==> src/rtl/clb_cfg_loader_pkg.sv <==
`default_nettype none
// ============================================================================
// Module   : clb_cfg_pkg
// Purpose  : Shared constants and types for the CLB configuration loader.
//            Holds the configuration word width, the bit positions of each
//            configuration field, the FF-enable source encodings and the
//            loader state type.
// Ports    : none (package)
// Revision : 1.0 - initial release
// ============================================================================
package clb_cfg_pkg;

    // Configuration word width and field bounds.
    localparam int CFG_W       = 23;
    localparam int OUT_SEL_HI  = 22;
    localparam int OUT_SEL_LO  = 19;
    localparam int OMUX_BIT    = 18;
    localparam int FFEN_HI     = 17;
    localparam int FFEN_LO     = 16;
    localparam int LUT_HI      = 15;
    localparam int LUT_LO      = 0;

    // FF enable source select encodings.
    localparam logic [1:0] FFEN_LEFT   = 2'b00;
    localparam logic [1:0] FFEN_RIGHT  = 2'b01;
    localparam logic [1:0] FFEN_ALWAYS = 2'b10;
    localparam logic [1:0] FFEN_UP     = 2'b11;

    // Bit counter sizing: 23 bits per word, counted 0..22.
    localparam int         BIT_CNT_W = 5;
    localparam logic [4:0] LAST_BIT  = 5'd22;

    typedef enum logic [1:0] {
        IDLE  = 2'd0,
        SHIFT = 2'd1,
        WRITE = 2'd2,
        DONE  = 2'd3
    } cfg_state_t;

    // Field view of one configuration word, MSB first.
    typedef struct packed {
        logic [OUT_SEL_HI-OUT_SEL_LO:0] out_sel;
        logic                           omux;
        logic [FFEN_HI-FFEN_LO:0]       ffen;
        logic [LUT_HI-LUT_LO:0]         lut;
    } clb_cfg_t;

    // Reinterpret a raw shifted word as its fields.
    function automatic clb_cfg_t unpack_cfg(input logic [CFG_W-1:0] word);
        return clb_cfg_t'(word);
    endfunction

endpackage : clb_cfg_pkg
`default_nettype wire

==> src/rtl/clb_cfg_loader_if.sv <==
`default_nettype none
// ============================================================================
// Module   : clb_cfg_loader_if
// Purpose  : Bitstream handshake plus CLB configuration bus bundle.
//            master : bitstream source side (drives start/bit/valid)
//            slave  : loader side (drives ready, config bus and status)
// Signals  : cfg_start, cfg_bit, cfg_valid, cfg_ready,
//            clb_bits[CFG_W], clb_wr_en[NUM_CLB], frame_idx[IDX_W],
//            busy, done, err
// Revision : 1.0 - initial release
// ============================================================================
interface clb_cfg_loader_if
    import clb_cfg_pkg::*;
#(
    parameter int NUM_CLB = 16,
    parameter int IDX_W   = (NUM_CLB > 1) ? $clog2(NUM_CLB) : 1
) ();

    logic               cfg_start;
    logic               cfg_bit;
    logic               cfg_valid;
    logic               cfg_ready;
    logic [CFG_W-1:0]   clb_bits;
    logic [NUM_CLB-1:0] clb_wr_en;
    logic [IDX_W-1:0]   frame_idx;
    logic               busy;
    logic               done;
    logic               err;

    modport master (
        output cfg_start, cfg_bit, cfg_valid,
        input  cfg_ready, clb_bits, clb_wr_en, frame_idx, busy, done, err
    );

    modport slave (
        input  cfg_start, cfg_bit, cfg_valid,
        output cfg_ready, clb_bits, clb_wr_en, frame_idx, busy, done, err
    );

endinterface : clb_cfg_loader_if
`default_nettype wire

==> src/rtl/clb_cfg_loader.sv <==
`default_nettype none
// ============================================================================
// Module   : clb_cfg_loader
// Purpose  : Serial configuration loader for the CLB array. Shifts in the
//            bitstream MSB first, assembles 23-bit words and writes each one
//            to its CLB (ascending index) with a one-cycle one-hot strobe.
// Ports    : clk  - fabric clock
//            rst  - synchronous active-high reset
//            bus  - clb_cfg_loader_if.slave (handshake, config bus, status)
// Revision : 1.0 - initial release
// ============================================================================
module clb_cfg_loader
    import clb_cfg_pkg::*;
#(
    parameter int NUM_CLB = 16,
    parameter int IDX_W   = (NUM_CLB > 1) ? $clog2(NUM_CLB) : 1
) (
    input  wire logic           clk,
    input  wire logic           rst,
    clb_cfg_loader_if.slave     bus
);

    localparam logic [IDX_W-1:0] LAST_FRAME = IDX_W'(NUM_CLB - 1);

    cfg_state_t             r_state;
    logic [CFG_W-1:0]       r_sr;
    logic [BIT_CNT_W-1:0]   r_bit_cnt;
    logic [IDX_W-1:0]       r_frame_idx;
    logic [NUM_CLB-1:0]     r_wr_en;
    logic                   r_ready;
    logic                   r_busy;
    logic                   r_done;
    logic                   r_err;

    logic [NUM_CLB-1:0]     w_frame_onehot;
    logic                   w_accept;

    assign w_frame_onehot = NUM_CLB'(1) << r_frame_idx;
    // r_ready is only high in SHIFT, so this also qualifies on state.
    assign w_accept       = bus.cfg_valid && r_ready;

    // All outputs come straight from registers; the strobe and ready are
    // computed one cycle ahead so they line up with the state they belong to.
    always_ff @(posedge clk) begin
        if (rst) begin
            r_state     <= IDLE;
            r_sr        <= '0;
            r_bit_cnt   <= '0;
            r_frame_idx <= '0;
            r_wr_en     <= '0;
            r_ready     <= 1'b0;
            r_busy      <= 1'b0;
            r_done      <= 1'b0;
            r_err       <= 1'b0;
        end else begin
            // Strobe is a single-cycle pulse; only the SHIFT->WRITE step sets it.
            r_wr_en <= '0;

            case (r_state)
                IDLE, DONE: begin
                    if (bus.cfg_start) begin
                        r_state     <= SHIFT;
                        r_bit_cnt   <= '0;
                        r_frame_idx <= '0;
                        r_ready     <= 1'b1;
                        r_busy      <= 1'b1;
                        r_done      <= 1'b0;
                        r_err       <= 1'b0;
                    end
                end

                SHIFT: begin
                    if (bus.cfg_start) begin
                        // Abort and restart; a bit presented alongside the
                        // start pulse is dropped.
                        r_bit_cnt   <= '0;
                        r_frame_idx <= '0;
                        r_err       <= 1'b1;
                    end else if (w_accept) begin
                        r_sr <= {r_sr[CFG_W-2:0], bus.cfg_bit};
                        if (r_bit_cnt == LAST_BIT) begin
                            r_bit_cnt <= '0;
                            r_state   <= WRITE;
                            r_ready   <= 1'b0;
                            r_wr_en   <= w_frame_onehot;
                        end else begin
                            r_bit_cnt <= r_bit_cnt + BIT_CNT_W'(1);
                        end
                    end
                end

                WRITE: begin
                    // The strobe is already out for this cycle, so a start
                    // here lets the current write land and restarts after it.
                    if (bus.cfg_start) begin
                        r_state     <= SHIFT;
                        r_bit_cnt   <= '0;
                        r_frame_idx <= '0;
                        r_ready     <= 1'b1;
                        r_err       <= 1'b1;
                    end else if (r_frame_idx == LAST_FRAME) begin
                        r_state <= DONE;
                        r_busy  <= 1'b0;
                        r_done  <= 1'b1;
                    end else begin
                        r_state     <= SHIFT;
                        r_frame_idx <= r_frame_idx + IDX_W'(1);
                        r_ready     <= 1'b1;
                    end
                end

                default: begin
                    r_state <= IDLE;
                    r_ready <= 1'b0;
                    r_busy  <= 1'b0;
                end
            endcase
        end
    end

    assign bus.cfg_ready = r_ready;
    assign bus.clb_bits  = r_sr;
    assign bus.clb_wr_en = r_wr_en;
    assign bus.frame_idx = r_frame_idx;
    assign bus.busy      = r_busy;
    assign bus.done      = r_done;
    assign bus.err       = r_err;

endmodule : clb_cfg_loader
`default_nettype wire

==> src/flat_wrapper.sv <==
// flat-port wrapper written by rule: the top's interface ports become plain ports
module clb_cfg_loader_flat import clb_cfg_pkg::*;
#(
    parameter int NUM_CLB = 16,
    parameter int IDX_W   = (NUM_CLB > 1) ? $clog2(NUM_CLB) : 1
)
  (clk, rst, bus_cfg_start, bus_cfg_bit, bus_cfg_valid, bus_cfg_ready, bus_clb_bits, bus_clb_wr_en, bus_frame_idx, bus_busy, bus_done, bus_err);
  clb_cfg_loader_if #(.NUM_CLB(NUM_CLB), .IDX_W(IDX_W)) bus_i ();
  input  wire logic clk;
  input  wire logic rst;
  input wire logic [$bits(bus_i.cfg_start)-1:0] bus_cfg_start;
  input wire logic [$bits(bus_i.cfg_bit)-1:0] bus_cfg_bit;
  input wire logic [$bits(bus_i.cfg_valid)-1:0] bus_cfg_valid;
  output wire logic [$bits(bus_i.cfg_ready)-1:0] bus_cfg_ready;
  output wire logic [$bits(bus_i.clb_bits)-1:0] bus_clb_bits;
  output wire logic [$bits(bus_i.clb_wr_en)-1:0] bus_clb_wr_en;
  output wire logic [$bits(bus_i.frame_idx)-1:0] bus_frame_idx;
  output wire logic [$bits(bus_i.busy)-1:0] bus_busy;
  output wire logic [$bits(bus_i.done)-1:0] bus_done;
  output wire logic [$bits(bus_i.err)-1:0] bus_err;
  assign bus_i.cfg_start = bus_cfg_start;
  assign bus_i.cfg_bit = bus_cfg_bit;
  assign bus_i.cfg_valid = bus_cfg_valid;
  assign bus_cfg_ready = bus_i.cfg_ready;
  assign bus_clb_bits = bus_i.clb_bits;
  assign bus_clb_wr_en = bus_i.clb_wr_en;
  assign bus_frame_idx = bus_i.frame_idx;
  assign bus_busy = bus_i.busy;
  assign bus_done = bus_i.done;
  assign bus_err = bus_i.err;
  clb_cfg_loader #(.NUM_CLB(NUM_CLB), .IDX_W(IDX_W)) u_core (.clk(clk), .rst(rst), .bus(bus_i));
endmodule
==> config.mk <==
export PLATFORM = sky130hd
export DESIGN_NAME = clb_cfg_loader_flat
export DESIGN_NICKNAME = d
export VERILOG_FILES = /design/src/rtl/clb_cfg_loader_pkg.sv /design/src/rtl/clb_cfg_loader_if.sv /design/src/rtl/clb_cfg_loader.sv /design/src/flat_wrapper.sv
export SDC_FILE = /design/constraint.sdc
export NUM_CORES = 1
export LEC_CHECK = 0
export BUFFER_PORTS_ARGS = -buffer_cell sky130_fd_sc_hd__clkbuf_2
export CAP_MARGIN = 30
export CELL_PAD_IN_SITES_DETAIL_PLACEMENT = 1
export CELL_PAD_IN_SITES_GLOBAL_PLACEMENT = 2
export CORE_UTILIZATION = 35
export CTS_BUF_LIST = sky130_fd_sc_hd__clkbuf_2
export CTS_CLUSTER_DIAMETER = 150
export DETAILED_ROUTE_END_ITERATION = 7
export GPL_TIMING_DRIVEN = 0
export PLACE_DENSITY = 0.94
export SLEW_MARGIN = 20
export SYNTH_ARGS = -nofsm -noshare
export SYNTH_HDL_FRONTEND = slang
export SYNTH_SLANG_ARGS = --single-unit
==> constraint.sdc <==
create_clock -name clk -period 2.4 [get_ports clk]
set_input_delay 0.48 -clock clk [delete_from_list [all_inputs] [get_ports clk]]
set_output_delay 0.48 -clock clk [all_outputs]
set_load 0.02 [all_outputs]
==> results_tabular.tex <==
\begin{tabular}{lr}
\hline
Metric & Value \\
\hline
\multicolumn{2}{l}{\textbf{Timing}} \\
Minimum clock period & 1904 ps \\
RSZ-0062 raised after global routing & no \\
Number of endpoints with negative hold slack in the final report & 0 \\
Setup tns final & 0 ps \\
Setup violators final & 0 \\
Fin crit share & 0.7935 \\
Worst rel slew slack & 0.6762 \\
Transition at the pin with the smallest max-transition slack & 485.6 ps \\
FMAX & 0.5251 GHz \\
Fin. max-slew vios & 0 \\
Clock Skew & 7.537 ps \\
\multicolumn{2}{l}{\textbf{Detailed routing}} \\
Uppermost metal layer occupied by signal nets & met4 \\
Final routed wirelength across all metal layers & 4.616 mm \\
Vias per Instance & 4.854 \\
Met1 wire length & 2.196 mm \\
Routed met3 length & 223 µm \\
DRC violation total after the first TritonRoute iteration & 34 \\
First-pass iteration count of the detailed router & 4 \\
Residual DRC & 0 \\
Met2 routed wirelength & 2.180 mm \\
Routed wire per std cell & 13.00 µm \\
Vias & 1723 \\
Residual antenna-violating net count after detailed routing & 0 \\
\multicolumn{2}{l}{\textbf{Setup path}} \\
R2R depth & 7 \\
Cell type group with the largest total delay on the critical path & simple AND/OR/NAND/NOR gates \\
Capture point of the worst reg-to-reg path & u\_core.bus.clb\_wr\_en[14]\$\_SDFF\_PP0\_ \\
Reg2Reg Launch Point & u\_core.r\_state[1]\$\_SDFFE\_PP0P\_ \\
Maximum net fanout on the critical path & 8 \\
Worst-case register-to-register setup slack & 500 ps \\
Cell type of the slowest stage on the worst timing path & nor4b\_4 \\
CP arrival & 2280 ps \\
Launching element type of the critical path & flip-flop \\
Series of cell instances along the critical path & inv\_1, ha\_1, nand3\_2, or2\_1, buf\_6, nor4b\_4, and3\_1 \\
Critical path class & reg2reg \\
Kind of end point of the critical path & flip-flop \\
Required time at the worst-slack endpoint & 2780 ps \\
Crit-path max cell delay & 410 ps \\
Total buffers and inverters traversed by the critical path & 2 \\
\multicolumn{2}{l}{\textbf{Clocking}} \\
PostCTS Resize Cnt & 0 \\
Number of clock buffers inserted by TritonCTS & 5 \\
TritonCTS clock tree & done \\
Clock tree root driver cell & clkbuf\_2 \\
Number of setup buffers added after CTS & 0 \\
Clock Sink Count & 54 \\
Worst-Skew Late Latency & 410 ps \\
Cts hold-fix bufs & 0 \\
H-Tree Level Count & 2 \\
Number of buffers between clock root and the deepest sink & 2 \\
Worst-path clk slew & 250 ps \\
\multicolumn{2}{l}{\textbf{Worst hold path}} \\
Instance count along the most critical hold path & 3 \\
Origin of the worst min-delay path & bus\_cfg\_bit \\
Capture endpoint of the worst hold path & u\_core.bus.clb\_bits[0]\$\_SDFFE\_PP0P\_ \\
Worst hold path type & in2reg \\
\multicolumn{2}{l}{\textbf{Global route}} \\
Pin count of the biggest net entering global routing & 16 \\
Total grt overflow & 0 \\
Vias in the first global route & 1560 \\
Global-route wire length before repair & 7.410 mm \\
Total routing resource utilization after global routing & 0.1529 \\
Initial antenna violation count & 0 \\
\multicolumn{2}{l}{\textbf{Placed design}} \\
Post-DP HPWL & 3.386 mm \\
DP Cell Count & 348 \\
Routability congestion estimate & 0.7247 \\
Number of input and output port buffers inserted & 51 \\
\multicolumn{2}{l}{\textbf{Finish}} \\
Proportion of layout cells with a drive suffix above 1 & 0.2367 \\
Nets & 299 \\
Total of fill cells in the finished design & 706 \\
Non-filler cells, final & 355 \\
Antenna Diode Count & 0 \\
Area growth from synthesis to layout & 19.39\% \\
\multicolumn{2}{l}{\textbf{Power and ir drop}} \\
Reported net switching power & 0.0003489 W \\
Share of power burned in registers & 0.631 \\
Relative contribution of combinational cells to total power & 0.069 \\
Internal power component & 0.001113 W \\
Peak supply drop & 0.0002257 V \\
Lkg Pwr & 1.104 nW \\
P per Cell Area & 587.2 nW/µm² \\
Relative contribution of the clock network to total power & 0.301 \\
Total power & 0.001461 W \\
Proportion of total power due to net switching & 0.2387 \\
\multicolumn{2}{l}{\textbf{Logic synthesis}} \\
Flops \& latches, synth & 54 \\
Number of distinct library cell variants in the gate-level netlist after synthesis & 36 \\
Cell types with the largest area share after synthesis & dfxtp\_1, nand2\_1, ha\_1, a21oi\_1, and3\_1 \\
List of most frequent post-synthesis cells & dfxtp\_1, nand2\_1, a21oi\_1, and3\_1 \\
Most common flop cell mapped by yosys & dfxtp\_1 \\
Synth warn & 0 \\
Cells after Synth & 225 \\
Mean instance size in the synthesized netlist & 9.264 µm² \\
Async S/R FF share, synth & 0 \\
Post-synthesis net count & 241 \\
Post-synth top area cell & dfxtp\_1 \\
Mapped Area & 2084 µm² \\
Area share of the largest cell type after synthesis & 0.5186 \\
Most frequently used cell type in the post-synthesis netlist & dfxtp\_1 \\
Number of synthesized flops with an enable pin & 0 \\
Post-synthesis sequential area ratio & 0.5186 \\
\multicolumn{2}{l}{\textbf{Die}} \\
Number of ports placed on the die boundary & 52 \\
Die footprint & 6269 µm² \\
Height of the die & 79.18 µm \\
Area inside the core boundary & 5608 µm² \\
Starting Density & 0.3717 \\
FP Rows & 27 \\
Die X & 79.18 µm \\
\multicolumn{2}{l}{\textbf{Run}} \\
Max-Cap Viols & 0 \\
\multicolumn{2}{l}{\textbf{Outcome}} \\
Result of the run & finished, final reports clean \\
\hline
\end{tabular}
[per-layer routing]
metal	GRT usage	vias to the layer above
met5	0	-
met4	0.03818	0
met3	0.05057	2
met2	0.2586	38
met1	0.1857	809
li1	-	874
[through the flow]
step                setup slack (ps)  cell area (µm²)    util  hold WS, ps
global placement               546.3             2430  0.4333        445.6
global route                   341.4             2489  0.4438        182.2
floorplan                      669.1             2085       -        462.2
detailed placement             526.2             2430  0.4333        464.5
CTS                            463.2             2489  0.4438        208.1
finish                         495.6             2489  0.4438        249.8
[cell families (layout without fill, tap and decap cells)]
kind of cell / after synthesis / after routing / synth area share
adder cells (fa/ha/maj): 11 / 11 / 0.06603
multiplexers: 1 / 1 / 0.004802
XOR/XNOR: 5 / 5 / 0.02101
AND/OR/NAND/NOR: 99 / 99 / 0.2491
AO/OA/AOI/OAI: 37 / 37 / 0.1032
buffers and inverters: 18 / 76 / 0.03722
flip-flops: 54 / 54 / 0.5186
[worst max path at each step]
stage	start	end	slack [ps]	depth (start not counted)
floorplan	u_core.bus.frame_idx[1]$_SDFFE_PP0P_	u_core.r_state[1]$_SDFFE_PP0P_	670	5
global placement	u_core.r_state[1]$_SDFFE_PP0P_	u_core.bus.clb_wr_en[12]$_SDFF_PP0_	550	7
detailed placement	u_core.r_state[0]$_SDFFE_PP0P_	u_core.bus.clb_wr_en[12]$_SDFF_PP0_	530	6
CTS	u_core.r_state[0]$_SDFFE_PP0P_	u_core.bus.clb_wr_en[14]$_SDFF_PP0_	460	6
global route	u_core.r_state[0]$_SDFFE_PP0P_	u_core.bus.clb_wr_en[8]$_SDFF_PP0_	340	6
finish	u_core.r_state[1]$_SDFFE_PP0P_	u_core.bus.clb_wr_en[14]$_SDFF_PP0_	500	7
[cells in the final DEF, fill, tap and decap left out, types with 2 or more instances in the layout]
cell type  Yosys  layout
and2_1         4       4
inv_1          8       8
nand2_1       50      50
o22a_1         2       2
nand4_1        2       2
nor3_1         5       5
clkbuf_1       7       7
ha_1          11      11
and3_1        13      13
clkbuf_2       0      56
a21oi_1       25      25
o21ai_0        3       3
dfxtp_1       54      54
nand3_1        4       4
buf_2          2       2
xor2_1         4       4
nor2_1        11      11
[layout make-up]
type / count / area (µm²) / area share
Clock buffer: 5 / 25.02 / 0.01006
Timing Repair Buffer: 51 / 255.2 / 0.1026
Buffer: 10 / 47.55 / 0.01911
Sequential cell: 54 / 1081 / 0.4344
Tap cell: 72 / 90.09 / 0.03620
Multi-Input combinational cell: 153 / 925.9 / 0.3720
Clock inverter: 2 / 33.78 / 0.01357
Inverter: 8 / 30.03 / 0.01207
[state kept, by name (all words and copies together) (netlist names)]
name and cells:
u_core.bus.busy 1, u_core.bus.cfg_ready 1, u_core.bus.clb_bits 23, u_core.bus.clb_wr_en 16, u_core.bus.done 1, u_core.bus.err 1
u_core.bus.frame_idx 4, u_core.r_bit_cnt 5, u_core.r_state 2
[power by group through the flow]
stage | clock (W) | sequential [W] | combinational [W]
5_1_grt | 0.000502 | 0.000925 | 0.000112
3_3_place_gp | 0 | 0.000937 | 0.0000997
4_1_cts | 0.000461 | 0.000922 | 0.000103
2_1_floorplan | 0 | 0.000944 | 0.0000627
6_report | 0.000439 | 0.000922 | 0.000100
3_5_place_dp | 0 | 0.000938 | 0.000101
[worst reg2reg max path, delay by kind of cell, from the launching register on]
kind	cells	cell delay (ps)
flip-flops	1	380
buffers and inverters	2	240
adder cells (fa/ha/maj)	1	290
AND/OR/NAND/NOR	4	980
Note: power is estimated with default switching activity, not from simulation.
